$ cat config.mk
export PLATFORM = sky130hd
export DESIGN_NAME = peribus_master
export DESIGN_NICKNAME = d
export VERILOG_FILES = /design/src/rtl/peribus_master.sv
export SDC_FILE = /design/constraint.sdc
export NUM_CORES = 1
export LEC_CHECK = 0
export ABC_AREA = 0
export CAP_MARGIN = 20
export CORE_ASPECT_RATIO = 1.25
export CORE_MARGIN = 3
export CORE_UTILIZATION = 38
export DETAILED_ROUTE_END_ITERATION = 8
export HOLD_SLACK_MARGIN = 0.15
export PLACE_DENSITY = 0.83
export SETUP_SLACK_MARGIN = 0.4
export SLEW_MARGIN = 20
export SYNTH_ARGS = -nofsm -noshare
export SYNTH_HDL_FRONTEND = slang
export SYNTH_SLANG_ARGS = --single-unit
$ cat constraint.sdc
create_clock -name clock -period 2.64 [get_ports clock]
set_clock_uncertainty 0.05 [all_clocks]
set_input_delay 0.528 -clock clock [delete_from_list [all_inputs] [get_ports clock]]
set_output_delay 0.528 -clock clock [all_outputs]
set_load 0.01 [all_outputs]
$ cat src/rtl/peribus_master.sv
// Peribus initiator: turns CPU load/store requests into single-cycle Peribus
// accesses over a one-hot chipselect, and returns the result on a valid/ready
// response channel.
// Optional feature: define PERIBUS_IRQ_AGG_EN to add four internal registers
// (irq mask, raw irq) after the responder window and a registered irq_out.
module peribus_master #(
    parameter int          N_PERIPH  = 4,
    parameter logic [15:0] BASE_ADDR = 16'hFF00
) (
    input  logic                  clock,
    input  logic                  reset,
    input  logic                  req_valid,
    output logic                  req_ready,
    input  logic                  req_write,
    input  logic [15:0]           req_addr,
    input  logic [15:0]           req_wdata,
    output logic                  resp_valid,
    input  logic                  resp_ready,
    output logic [15:0]           resp_rdata,
    output logic                  resp_err,
    output logic [1:0]            addr,
    output logic [15:0]           write_data,
    output logic                  write_en,
    output logic                  read_en,
    output logic [N_PERIPH-1:0]   chipselect,
    input  logic [16*N_PERIPH-1:0] read_data,
    input  logic [N_PERIPH-1:0]   irq_in,
    output logic                  irq_out
);

    localparam int          IW  = (N_PERIPH > 1) ? $clog2(N_PERIPH) : 1;
    localparam int unsigned WIN = 4 * N_PERIPH;
`ifdef PERIBUS_IRQ_AGG_EN
    localparam int unsigned WIN_TOP = WIN + 4;
`else
    localparam int unsigned WIN_TOP = WIN;
`endif

    typedef enum logic [2:0] {
        S_IDLE,
        S_ISSUE,
        S_CAPTURE,
        S_ERR,
        S_RESP
    } state_t;

    state_t                state_q, state_d;
    logic                  wr_q, wr_d;
    logic                  int_q, int_d;
    logic [IW-1:0]         idx_q, idx_d;
    logic [1:0]            reg_q, reg_d;
    logic [15:0]           wdata_q, wdata_d;

    logic                  req_ready_q, req_ready_d;
    logic                  resp_valid_q, resp_valid_d;
    logic [15:0]           resp_rdata_q, resp_rdata_d;
    logic                  resp_err_q, resp_err_d;
    logic [1:0]            addr_q, addr_d;
    logic [15:0]           write_data_q, write_data_d;
    logic                  write_en_q, write_en_d;
    logic                  read_en_q, read_en_d;
    logic [N_PERIPH-1:0]   chipselect_q, chipselect_d;
    logic                  irq_out_q, irq_out_d;
    logic [N_PERIPH-1:0]   mask_q, mask_d;

    logic [16:0]           off;
    logic                  in_win;
    logic                  is_int;
    logic [15:0]           sel_rdata;
    logic [15:0]           int_rdata;

    // Address decode: 17-bit subtraction so a borrow flags addresses below the window
    always_comb begin
        off    = {1'b0, req_addr} - {1'b0, BASE_ADDR};
        in_win = !off[16] && (off[15:0] < 16'(WIN_TOP));
`ifdef PERIBUS_IRQ_AGG_EN
        is_int = in_win && (off[15:0] >= 16'(WIN));
`else
        is_int = 1'b0;
`endif
    end

    // Responder read data mux and internal register read mux
    always_comb begin
        sel_rdata = '0;
        for (int unsigned i = 0; i < N_PERIPH; i++) begin
            if (idx_q == IW'(i)) begin
                sel_rdata = read_data[16*i +: 16];
            end
        end
        int_rdata = '0;
`ifdef PERIBUS_IRQ_AGG_EN
        case (reg_q)
            2'd0:    int_rdata = 16'(mask_q);
            2'd1:    int_rdata = 16'(irq_in);
            default: int_rdata = '0;
        endcase
`endif
    end

`ifndef PERIBUS_IRQ_AGG_EN
    logic unused_irq;
    assign unused_irq = ^{irq_in, int_rdata};
`endif

    // Next-state logic; Peribus and handshake outputs are derived from the next state
    // so that they are registered and line up exactly with the state they belong to
    always_comb begin
        state_d      = state_q;
        wr_d         = wr_q;
        int_d        = int_q;
        idx_d        = idx_q;
        reg_d        = reg_q;
        wdata_d      = wdata_q;
        resp_rdata_d = resp_rdata_q;
        resp_err_d   = resp_err_q;
        mask_d       = mask_q;
        irq_out_d    = 1'b0;

        case (state_q)
            S_IDLE: begin
                if (req_valid) begin
                    wr_d    = req_write;
                    wdata_d = req_wdata;
                    idx_d   = off[2 +: IW];
                    reg_d   = off[1:0];
                    int_d   = is_int;
                    state_d = in_win ? S_ISSUE : S_ERR;
                end
            end
            S_ISSUE: begin
                if (wr_q) begin
                    resp_rdata_d = '0;
                    state_d      = S_RESP;
                end else begin
                    state_d      = S_CAPTURE;
                end
`ifdef PERIBUS_IRQ_AGG_EN
                if (int_q && wr_q && (reg_q == 2'd0)) begin
                    mask_d = wdata_q[N_PERIPH-1:0];
                end
`endif
            end
            S_CAPTURE: begin
                resp_rdata_d = int_q ? int_rdata : sel_rdata;
                state_d      = S_RESP;
            end
            S_ERR: begin
                resp_err_d   = 1'b1;
                resp_rdata_d = '0;
                state_d      = S_RESP;
            end
            S_RESP: begin
                if (resp_ready) begin
                    resp_err_d = 1'b0;
                    state_d    = S_IDLE;
                end
            end
            default: state_d = S_IDLE;
        endcase

`ifdef PERIBUS_IRQ_AGG_EN
        irq_out_d = |(irq_in & mask_q);
`endif

        req_ready_d  = (state_d == S_IDLE);
        resp_valid_d = (state_d == S_RESP);

        chipselect_d = '0;
        addr_d       = '0;
        write_data_d = '0;
        write_en_d   = 1'b0;
        read_en_d    = 1'b0;
        if ((state_d == S_ISSUE) && !int_d) begin
            for (int unsigned i = 0; i < N_PERIPH; i++) begin
                if (idx_d == IW'(i)) begin
                    chipselect_d[i] = 1'b1;
                end
            end
            addr_d       = reg_d;
            write_data_d = wdata_d;
            write_en_d   = wr_d;
            read_en_d    = !wr_d;
        end
    end

    // State and registered outputs; reset drops every strobe at once
    always_ff @(posedge clock or posedge reset) begin
        if (reset) begin
            state_q      <= S_IDLE;
            wr_q         <= 1'b0;
            int_q        <= 1'b0;
            idx_q        <= '0;
            reg_q        <= '0;
            wdata_q      <= '0;
            req_ready_q  <= 1'b1;
            resp_valid_q <= 1'b0;
            resp_rdata_q <= '0;
            resp_err_q   <= 1'b0;
            addr_q       <= '0;
            write_data_q <= '0;
            write_en_q   <= 1'b0;
            read_en_q    <= 1'b0;
            chipselect_q <= '0;
            irq_out_q    <= 1'b0;
            mask_q       <= '0;
        end else begin
            state_q      <= state_d;
            wr_q         <= wr_d;
            int_q        <= int_d;
            idx_q        <= idx_d;
            reg_q        <= reg_d;
            wdata_q      <= wdata_d;
            req_ready_q  <= req_ready_d;
            resp_valid_q <= resp_valid_d;
            resp_rdata_q <= resp_rdata_d;
            resp_err_q   <= resp_err_d;
            addr_q       <= addr_d;
            write_data_q <= write_data_d;
            write_en_q   <= write_en_d;
            read_en_q    <= read_en_d;
            chipselect_q <= chipselect_d;
            irq_out_q    <= irq_out_d;
            mask_q       <= mask_d;
        end
    end

    assign req_ready  = req_ready_q;
    assign resp_valid = resp_valid_q;
    assign resp_rdata = resp_rdata_q;
    assign resp_err   = resp_err_q;
    assign addr       = addr_q;
    assign write_data = write_data_q;
    assign write_en   = write_en_q;
    assign read_en    = read_en_q;
    assign chipselect = chipselect_q;
    assign irq_out    = irq_out_q;

endmodule
======== After elaboration in Yosys (flattened, before gate mapping) ========
Cells that the tools add are included.
storage, ports and cells
  register bits after elaboration ......... 68
  output and inout port bits .............. 44
  input port bits ......................... 105
operators by class
  $add $sub $neg .......................... 1
  muxes and demuxes ....................... 33
  reductions and logical operators ........ 14
  order comparisons ....................... 1
  equal/unequal tests ..................... 14
operator list
  operator                  count
  $mux W16                  9
  $pmux W16 S3              1
  $sub A16 B16 Y17 const B  1
  $lt A16 B5 Y1 const B     1
  $mux W2                   6
  $pmux W3 S4               1
  $mux W1                   11
  $mux W3                   3
  $eq A2 B2 Y1 const B      4
  $eq A3 B1 Y1 const B      2
  $eq A3 B2 Y1 const B      2
  $eq A3 B3 Y1 const B      2
  $logic_not A3 Y1          2
  $eq A2 B1 Y1 const B      2
  $logic_not A2 Y1          2
  $mux W4                   1
  $ne A2 B2 Y1 const B      2
  $reduce_and A2 Y1         2
  $logic_not A1 Y1          3
  $reduce_bool A3 Y1        1
  $logic_and A1 B1 Y1       2
  $pmux W1 S2               1
  $reduce_bool A2 Y1        1
  $reduce_or A2 Y1          1

======== Logic depth before layout (Yosys ltp) ========
Gate-level depths: netlist of the first run.
  depth in word-level cells ............... 9
  depth in mapped cells ................... 7
  gate-level depth less buffers ........... 4

======== Worst setup path after synthesis of the first run ========
OpenSTA, ideal clock, no wires.
  path type ............................... input to register
  start point ............................. in req_addr[6]
  end point ............................... reg state_q[1]
  path slack .............................. 0.736 ns
  setup time .............................. 0.122 ns
  stages .................................. 4
  buffers on the path ..................... 1
  arrival time ............................ 1.732 ns
  required time ........................... 2.468 ns
  cells stage by stage .................... or4b_1 or3_1 buf_6 o2111a_1
on the way
  cells in the longest elaborated chain, start to end .. 6
RTL lines
  element                                                   RTL line  source
  from (decl)                                               15        input logic [15:0] req_addr,
  $sub A16 B16 Y17 (*)                                      74        off = {1'b0, req_addr} - {1'b0, BASE_ADDR};
  $lt A16 B5 Y1 / $logic_not A1 Y1 (equally long branches)  75        in_win = !off[16] && (off[15:0] < 16'(WIN_TOP));
  $logic_and A1 B1 Y1 (*)                                   75
  $mux W2 (*)                                               128       state_d = in_win ? S_ISSUE : S_ERR;
  $mux W3 (*)                                               122       if (req_valid) begin
  $pmux W3 S4 (*)                                           120       case (state_q)
  net state_d[1]                                            47        state_t state_q, state_d;
  to (signal assigned)                                      208       state_q <= state_d;
  to (decl)                                                 47
Mark *: on every way through the listed nets, which the timed path passes. The rest lies on a longest branch.
A chain may end at the register's enable or synchronous reset.

======== Worst setup path after layout of the first run ========
  start point ............................. in req_addr[6]
  end point ............................... reg write_en_q (netlist: write_en)
on the way
  cells in the longest elaborated chain, start to end .. 9
RTL lines
  element                                                   RTL line  source
  $sub A16 B16 Y17 (*)                                      74
  $lt A16 B5 Y1 / $logic_not A1 Y1 (equally long branches)  75
  $logic_and A1 B1 Y1 (*)                                   75
  $mux W2 (*)                                               128
  $mux W3 (*)                                               122
  $pmux W3 S4 (*)                                           120
  $eq A3 B1 Y1 (*)                                          174       if ((state_d == S_ISSUE) && !int_d) begin
  $logic_and A1 B1 Y1 (*)                                   174
  $mux W1 (*)                                               174
  net write_en_d                                            60        logic write_en_q, write_en_d;
  to (signal assigned)                                      220       write_en_q <= write_en_d;
  to (decl)                                                 60
Marked as above.

==> impl_metrics.yaml, run 1 <==
run_status:
  status: "finished clean"
final_layout:
  areaGrowthSynthToFinish_pct: 69.9
  multi_input_area_um2: 876
  insertedDiodeCount: 0
  final.fill_count: 428
  final_cells: 381
  num-nets-final: 421
  seq_area_um2: 1250
  final_layout_size_suffix_gt1_share_pct: 13.2
sta:
  finalSetupViolCount: 0
  rsz0062_at_grt: "no"
  tns_ns: 0
  tightest_slew_ns: 0.740
  fmax_mhz: 485
  hold_viol: 0
  drv_slew: 0
  maxSlewHeadroom_pct: 50.7
  min_period_over_period_pct: 78.1
  period_needed_ns: 2.06
critical_path:
  crit_buf_inv: 2
  cp-end-kind: "flip-flop"
  critPathMaxFanout: 16
  worstSetupPathType: "input pin to flip-flop"
  r2r_cells: 2
  r2r-start: "idx_q[1]"
  r2r_setup_slack_ns: 0.99
  timing.rr.end: "resp_rdata[15]"
  cp.required_ns: 2.80
  path_cells: "clkdlybuf4s50_1 > or4b_1 > or3_4 > buf_4 > nor3_2"
  slowest_stage: "or4b_1"
  cp-start-kind: "input pin"
  cpPeakStageDelay_ns: 0.51
  critical_path.top_delay_family: "simple AND/OR/NAND/NOR gates"
  worstPathArrival_ns: 2.23
die:
  fp.coreArea_um2: 5590
  dieArea_um2: 6870
  ios: 149
  die_y_um: 92.0
  start_util_pct: 40.2
  die_x_um: 74.8
  rows: 30
min_path:
  hold_class: "flip-flop to flip-flop"
  whs_endpoint: "idx_q[0]"
  hold_path_startpoint: "idx_q[0]"
  hold_depth: 2
global_route:
  top_usage_layer: "met2"
  use_met3_pct: 6.03
  grt_pass1_vias: 2057
  use_met2_pct: 34.8
  met1_usage_pct: 18.4
  grt_util_all_layers_pct: 18.2
  grt_max_degree: 21
  overflow: 0
  antenna_found_initial: 0
  grt_pass1_wl_um: 9520
logic_synthesis:
  synth.avg_cell_area_um2: 12.7
  ys.flop_type: "dfrtp_1"
  netlist_instances: 177
  ys_seq_area_share_pct: 55.8
  synth-seq-cells: 50
  yosys_warnings: 0
  syn-num-nets: 282
  synthArstFlopShare_pct: 100
  syn_area_um2: 2250
  synthDistinctLibCells: 28
  synth_edf_count: 0
power:
  p_leak_nw: 1.58
  powerDensity_nw_per_um2: 728
  ir_drop_mv: 0.445
placement:
  dp_cells: 373
  io_buffers: 143
  dp_hpwl_um: 5020
  gp_congestion: 0.699
detailed_routing:
  drcViolationCount: 0
  via_count: 1889
  vias_per_cell: 4.96
  dr.pass1.iters: 4
  routed_wl_um: 6250
  wire_per_inst_um: 16.4
  antenna_left: 0
  first_iter_violations: 46
clock_tree:
  clockBufferDepth: 2
  cts_tree: "built"
  clock_latency_ns: 0.29
  htreeDepth: 2
  root_buffer: "clkbuf_8"
  cts.sinks: 50
  cts_buffers: 5
  post_cts_buffers: 0
  path_clk_slew_ns: 0.09
run:
  maxCapViolations: 0
how the worst max path moves through the flow:
| stage | cells after the start | startpoint | to |
|---|---|---|---|
| after floorplan | 4 | req_addr[6] | state_q[1] |
| after global placement | 5 | req_addr[6] | write_en |
| after detailed placement | 5 | req_addr[6] | write_en |
| after CTS | 5 | req_addr[6] | write_en |
| after global routing | 5 | req_addr[6] | write_en |
| final | 5 | req_addr[6] | write_en |
sequential cells by signal (all words and copies together) (netlist names), 2 cells and up:
signal and cells:
chipselect 4, write_data 16, idx_q 2, addr 2, state_q 3, resp_rdata 16
where the power goes:
group | total (mW) | switching (mW) | internal (mW)
clock | 0.472 | 0.232 | 0.240
combinational | 1.22 | 0.486 | 0.739
sequential | 1.08 | 0.148 | 0.933
stage by stage:
step / util (%) / power, mW / cell area, um^2 / hold WS (ns) / setup WS [ns]
global placement: 66.3 / 2.30 / 3710 / 0.409 / 0.156
finish: 68.2 / 2.78 / 3820 / 0.441 / 0.577
floorplan: - / 1.81 / 2250 / 0.400 / 0.736
CTS: 68.1 / 2.83 / 3810 / 0.446 / 0.436
detailed placement: 66.3 / 2.34 / 3710 / 0.424 / 0.130
global route: 68.2 / 2.97 / 3820 / 0.481 / 0.536
synthesized netlist by cell type, types with 2 or more instances:
master / count / share of area (%)
mux4_2: 16 / 16
or4b_1: 2 / 0.89
inv_1: 5 / 0.84
nor4b_2: 2 / 1.3
a21oi_1: 3 / 0.67
nor4_1: 2 / 0.56
a22o_1: 16 / 6.2
buf_2: 8 / 1.8
nor2_2: 2 / 0.56
o21ai_0: 3 / 0.67
clkbuf_1: 6 / 1.0
nor2_1: 17 / 2.8
nor3_2: 2 / 0.89
nand2_1: 27 / 4.5
dfrtp_1: 49 / 55
nor3_1: 2 / 0.45
buf_6: 3 / 1.5
or2_2: 2 / 0.56
cell type report:
type | count | area share, %
clock buffers | 7 | 2.52
well taps | 64 | 2.10
multi-input cells | 104 | 23.0
inverters | 5 | 0.492
flip-flops and latches | 50 | 32.8
clock inverters | 1 | 0.230
repair buffers | 150 | 38.9
cells in the final DEF (no fill, tap or decap), types with 2 or more instances in the layout:
master / netlist / final
buf_4: 1 / 7
inv_1: 5 / 4
dfrtp_1: 49 / 49
clkdlybuf4s50_1: 0 / 143
a22o_1: 16 / 16
nor2_1: 17 / 17
nor3_1: 2 / 2
a21oi_1: 3 / 3
nand2_1: 27 / 27
or2_2: 2 / 2
nor2_2: 2 / 2
nor4b_2: 2 / 2
mux4_2: 16 / 16
nor4_1: 2 / 2
clkbuf_8: 0 / 7
o21ai_0: 3 / 3
or4b_1: 2 / 2
nor3_2: 2 / 2
metal layers:
metal | up-vias | share of wire, %
li1 | 897 | -
met1 | 911 | 35
met2 | 77 | 56
met3 | 4 | 8.5
met4 | 0 | 0.86
met5 | - | 0
kinds of logic (layout without fill, tap and decap cells):
kind of cell,after synthesis,count (layout),share of synthesized area (%)
other,1,1,0.167
buffers and inverters,23,163,5.46
and+or+nand+nor,64,64,14.5
AOI/OAI and AO/OA,23,23,8.08
muxes,16,16,16.0
DFF,50,50,55.8
tightest hold or removal path, delay by kind of cell (launching register included):
kind / cells / cell delay, ns
flip-flops: 1 / 0.35
AND/OR/NAND/NOR: 2 / 0.11
repair_timing:
action | CTS | global route
endpoints found under the hold margin | 0 | 0
gates resized for setup | 0 | 1
hold buffers | 0 | 0
setup endpoints to repair | 0 | 5
Note: power is estimated with default switching activity, not from simulation.
==> run 2, diff against run 1 <==
--- a/config.mk
+++ b/config.mk
@@ -9,10 +9,10 @@
 export CAP_MARGIN = 20
 export CORE_ASPECT_RATIO = 1.25
 export CORE_MARGIN = 3
-export CORE_UTILIZATION = 38
+export CORE_UTILIZATION = 32
 export DETAILED_ROUTE_END_ITERATION = 8
 export HOLD_SLACK_MARGIN = 0.15
-export PLACE_DENSITY = 0.83
+export PLACE_DENSITY = 0.74
 export SETUP_SLACK_MARGIN = 0.4
 export SLEW_MARGIN = 20
 export SYNTH_ARGS = -nofsm -noshare
==> constraint.sdc (replaced) <==
create_clock -name clock -period 1.7 [get_ports clock]
set_clock_uncertainty 0.05 [all_clocks]
set_input_delay 0.34 -clock clock [delete_from_list [all_inputs] [get_ports clock]]
set_output_delay 0.34 -clock clock [all_outputs]
set_load 0.01 [all_outputs]
==> run 2 against run 1 <==
  * Core utilization decreased by 7.0 points
  * Total power increased by 74%
  * Sequential power increased by 47%
  * Cell count increased by 12%
  * Cell area increased by 7.3%
  * Clock power increased by 71%
  * Via count increased by 8.5%
  * Sequential cell count unchanged
  * Critical path type unchanged
  * Critical endpoint is now chipselect[1]
  * Largest power group unchanged
==> impl_metrics.yaml, run 2 (synthesis results as in run 1) <==
die:
  die_y_um: 99.7
  dieArea_um2: 8070
  die_x_um: 80.9
  fp.coreArea_um2: 6690
  ios: 149
  start_util_pct: 33.6
  rows: 33
min_path:
  hold_class: "input pin to asynchronous set/reset pin"
detailed_routing:
  dr.pass1.iters: 4
  via_count: 2050
  wire_per_inst_um: 17.1
  routed_wl_um: 7340
  drcViolationCount: 0
  vias_per_cell: 4.79
  antenna_left: 0
  first_iter_violations: 85
global_route:
  overflow: 0
  grt_max_degree: 23
  antenna_found_initial: 0
  grt_pass1_wl_um: 10700
  grt_pass1_vias: 2303
  grt_util_all_layers_pct: 17.3
placement:
  gp_congestion: 0.690
  io_buffers: 143
  dp_cells: 402
  dp_hpwl_um: 5230
  place_area_um2: 3840
critical_path:
  cp-start-kind: "input pin"
  worstPathArrival_ns: 1.69
  cp.required_ns: 1.85
  critPathMaxFanout: 5
  worstSetupPathType: "input pin to flip-flop"
  cp-end-kind: "flip-flop"
power:
  powerDensity_nw_per_um2: 1180
  p_leak_nw: 1.90
  p_total_mw: 4.83
  ir_drop_mv: 0.633
run:
  maxCapViolations: 0
clock_tree:
  clockBufferDepth: 2
  clock_latency_ns: 0.29
  cts.sinks: 50
  htreeDepth: 2
  cts_tree: "built"
  path_clk_slew_ns: 0.09
  root_buffer: "clkbuf_8"
  hold_buffers: 0
  cts_buffers: 5
final_layout:
  final_common_cell: "clkdlybuf4s50_1"
  final_layout_size_suffix_gt1_share_pct: 38.4
  final.fill_count: 571
  fin_area_um2: 4090
  num-nets-final: 445
  final_cell_mix: "clkdlybuf4s50_1 (92), dfrtp_1 (48), buf_2 (35), nand2_1 (19), buf_4 (18)"
  final_cells: 428
  insertedDiodeCount: 0
  areaGrowthSynthToFinish_pct: 82.3
sta:
  fmax_mhz: 649
  hold_viol: 0
  tns_ns: 0
  finalSetupViolCount: 0
  worst_hold_slack_ns: 0.315
  period_needed_ns: 1.54
  drv_slew: 0
  min_period_over_period_pct: 90.6
  rsz0062_at_grt: "yes"
run_status:
  status: "finished clean"
[run 2: per-stage QoR]
stage	util (%)	setup WS, ns
after floorplan	-	0.0260
after global placement	57.4	-0.430
after detailed placement	57.4	-0.481
after CTS	60.1	0.182
after global routing	61.2	0.131
final	61.2	0.159
[run 2: worst paths after layout]
| check | startpoint | end | slack, ns | depth (start not counted) |
|---|---|---|---|---|
| worst max-delay path | req_addr[4] | chipselect[1] | 0.16 | 4 |
| worst min-delay path | reset | idx_q[0] | 0.31 | 2 |
| worst max register to register | state_q[1] | write_data[10] | 0.18 | 5 |
| worst min register to register | idx_q[1] | idx_q[1] | 0.45 | 2 |
| max in group asynchronous | reset | write_data[11] | 0.83 | 3 |
| min in group clock | req_valid | req_ready | 0.41 | 3 |
[run 2: power breakdown]
| part | total (mW) | switching (mW) | internal [mW] |
|---|---|---|---|
| Combinational | 2.44 | 1.03 | 1.40 |
| Clock | 0.809 | 0.375 | 0.433 |
| Sequential | 1.59 | 0.133 | 1.45 |
[run 2: area by class of cell]
| class | instances | area (um^2) | area share, % |
|---|---|---|---|
| Timing Repair Buffer | 173 | 1600 | 39.2 |
| Sequential cell | 50 | 1250 | 30.6 |
| Multi-Input combinational cell | 105 | 990 | 24.2 |
| Tap cell | 87 | 109 | 2.66 |
| Clock buffer | 5 | 68.8 | 1.68 |
| Clock inverter | 3 | 40.0 | 0.978 |
| Inverter | 5 | 30.0 | 0.733 |
[run 2: repair_timing]
item                                    CTS  global route
pin swaps                                10            19
resized for setup                       177            42
endpoints found under the hold margin     0             0
buffers inserted                         11             0
endpoints found under the setup margin   89            65
cloned                                    2             5
[run 2: routing by layer]
layer	track usage [%]	vias up	wire, um
met4	4.29	0	80
met2	33.0	89	4090
met3	4.98	6	572
met1	18.0	1000	2600
li1	-	955	-
met5	0	-	0
[run 2: critical path, cell delays in order]
cell and delay (ns):
buf_6 0.09, or4b_4 0.53, or3_4 0.46, nor4b_4 0.28
==> run 3, diff against run 2 <==
==> constraint.sdc (replaced) <==
create_clock -name clock -period 1.3 [get_ports clock]
set_clock_uncertainty 0.05 [all_clocks]
set_input_delay 0.26 -clock clock [delete_from_list [all_inputs] [get_ports clock]]
set_output_delay 0.26 -clock clock [all_outputs]
set_load 0.01 [all_outputs]
==> run 3 against run 2 <==
  * The flow now finishes with violations (negative setup slack)
  * Cell area up 6.5%
  * Die area unchanged
  * Core utilization up 4.0 points
  * Critical path type is now flip-flop to flip-flop
  * Cell count up 4.0%
  * Sequential share of layout area down 1.9 points
  * Largest power group unchanged
  * Global-route usage up 0.41 points
  * Sequential cell count unchanged
  * Sequential power up 33%
  * Highest routed layer unchanged
  * Largest cell class unchanged
  * Register-to-register slack worse by 0.39 ns
  * Non-clock buffer count up 16
  * Setup slack worse by 0.37 ns
==> impl_metrics.yaml, run 3 (synthesis results as in run 1) <==
global_route:
  grt_util_all_layers_pct: 17.7
  overflow: 0
  antenna_found_initial: 0
  grt_max_degree: 21
  grt_pass1_wl_um: 11000
  grt_pass1_vias: 2151
detailed_routing:
  first_iter_violations: 41
  via_count: 2098
  dr.pass1.iters: 4
  antenna_left: 0
  wire_per_inst_um: 17.0
  routed_wl_um: 7550
  vias_per_cell: 4.71
  drcViolationCount: 0
clock_tree:
  cts_buffers: 5
  cts.sinks: 50
  hold_buffers: 0
  clockBufferDepth: 2
  path_clk_slew_ns: 0.09
  htreeDepth: 2
  root_buffer: "clkbuf_8"
  cts_tree: "built"
  clock_latency_ns: 0.30
power:
  p_total_mw: 7.28
  p_leak_nw: 2.03
  powerDensity_nw_per_um2: 1670
  ir_drop_mv: 0.840
sta:
  min_period_over_period_pct: 116
  fmax_mhz: 662
  fin_ws_ns: -0.210
  rsz0062_at_grt: "yes"
  hold_viol: 0
  drv_slew: 0
  finalSetupViolCount: 49
  period_needed_ns: 1.51
final_layout:
  insertedDiodeCount: 0
  final_layout_size_suffix_gt1_share_pct: 41.3
  final.fill_count: 521
  final_common_cell: "clkdlybuf4s50_1"
  num-nets-final: 462
  finalCoreUtilization_pct: 65.2
  final_cell_mix: "clkdlybuf4s50_1 (90), dfrtp_1 (48), buf_2 (31), buf_6 (28), buf_4 (24)"
  areaGrowthSynthToFinish_pct: 94.1
die:
  start_util_pct: 33.6
  die_y_um: 99.7
  die_x_um: 80.9
  ios: 149
  rows: 33
  dieArea_um2: 8070
  fp.coreArea_um2: 6690
placement:
  io_buffers: 143
  gp_congestion: 0.720
  dp_hpwl_um: 5070
critical_path:
  critPathMaxFanout: 5
  slowest_stage: "or4b_4"
  cp-end-kind: "flip-flop"
  cp.required_ns: 1.48
  path_cells: "or4b_4 > inv_6 > clkbuf_16 > nand2_1 > nor2_1"
  worstSetupPathType: "flip-flop to flip-flop"
  cp-start-kind: "flip-flop"
  cpPeakStageDelay_ns: 0.60
  worstPathArrival_ns: 1.69
min_path:
  hold_class: "input pin to asynchronous set/reset pin"
run:
  maxCapViolations: 0
run_status:
  violations: "negative setup slack"
  status: "finished, violations left"
## run 3: changes by cell type in the layout (fill, tap and decap cells not counted), sizes merged
cell / previous run / this run
clkdlybuf4s50: 92 / 90
or2: 2 / 4
clkinv: 2 / 0
or3: 2 / 1
buf: 64 / 90
bufinv: 1 / 2
clkbuf: 17 / 8
dlymetal6s2s: 3 / 5
## run 3: final timing paths
| kind | from | end | slack [ns] | cells past startpoint |
|---|---|---|---|---|
| max in group asynchronous | reset | chipselect[2] | 0.64 | 3 |
| max | state_q[1] | write_data[5] | -0.21 | 5 |
| max reg2reg | state_q[1] | write_data[5] | -0.21 | 5 |
| min | reset | idx_q[1] | 0.20 | 2 |
| min in group clock | req_addr[4] | chipselect[3] | 0.35 | 4 |
| min reg2reg | resp_rdata[7] | resp_rdata[7] | 0.46 | 1 |
## run 3: layout make-up
| cell class | instances | area (um^2) | share of cell area, % |
|---|---|---|---|
| Timing Repair Buffer | 189 | 1810 | 41.6 |
| Sequential cell | 50 | 1250 | 28.8 |
| Multi-Input combinational cell | 106 | 1010 | 23.2 |
| Tap cell | 87 | 109 | 2.50 |
| Clock buffer | 6 | 82.6 | 1.89 |
| Clock inverter | 2 | 60.1 | 1.38 |
| Inverter | 5 | 27.5 | 0.631 |
## run 3: power by group
part           internal (mW)  switching (mW)
Sequential              1.90           0.216
Clock                  0.820           0.509
Combinational           2.30            1.54
## run 3: per-layer routing
metal	vias to the layer above	track usage [%]	wire, um
li1	987	-	-
met1	1013	20.3	2770
met2	94	32.3	4110
met3	4	4.98	629
met4	0	3.51	40
met5	-	0	0
## run 3: stage by stage
stage	instances	area (um^2)	hold slack (ns)	worst slack, ns	TNS, ns
final	445	4360	0.195	-0.210	-7.95
after global routing	445	4360	0.204	-0.260	-10.23
after CTS	427	4040	0.189	-0.207	-7.28
after detailed placement	405	3870	0.440	-0.792	-24.43
after global placement	405	3870	0.434	-0.767	-23.55
after floorplan	177	2320	0.252	-0.294	-9.16
## run 3: repair_timing
item / CTS / global route
pin swaps: 15 / 28
buffers inserted: 12 / 14
resized for setup: 216 / 41
setup endpoints to repair: 93 / 93
gates cloned: 2 / 4
## run 3: worst max-delay path: cells and delay by family (launching register included)
kind          cells  cell delay (ns)
simple gates      3             0.73
flops             1             0.40
buf+inv           2             0.26
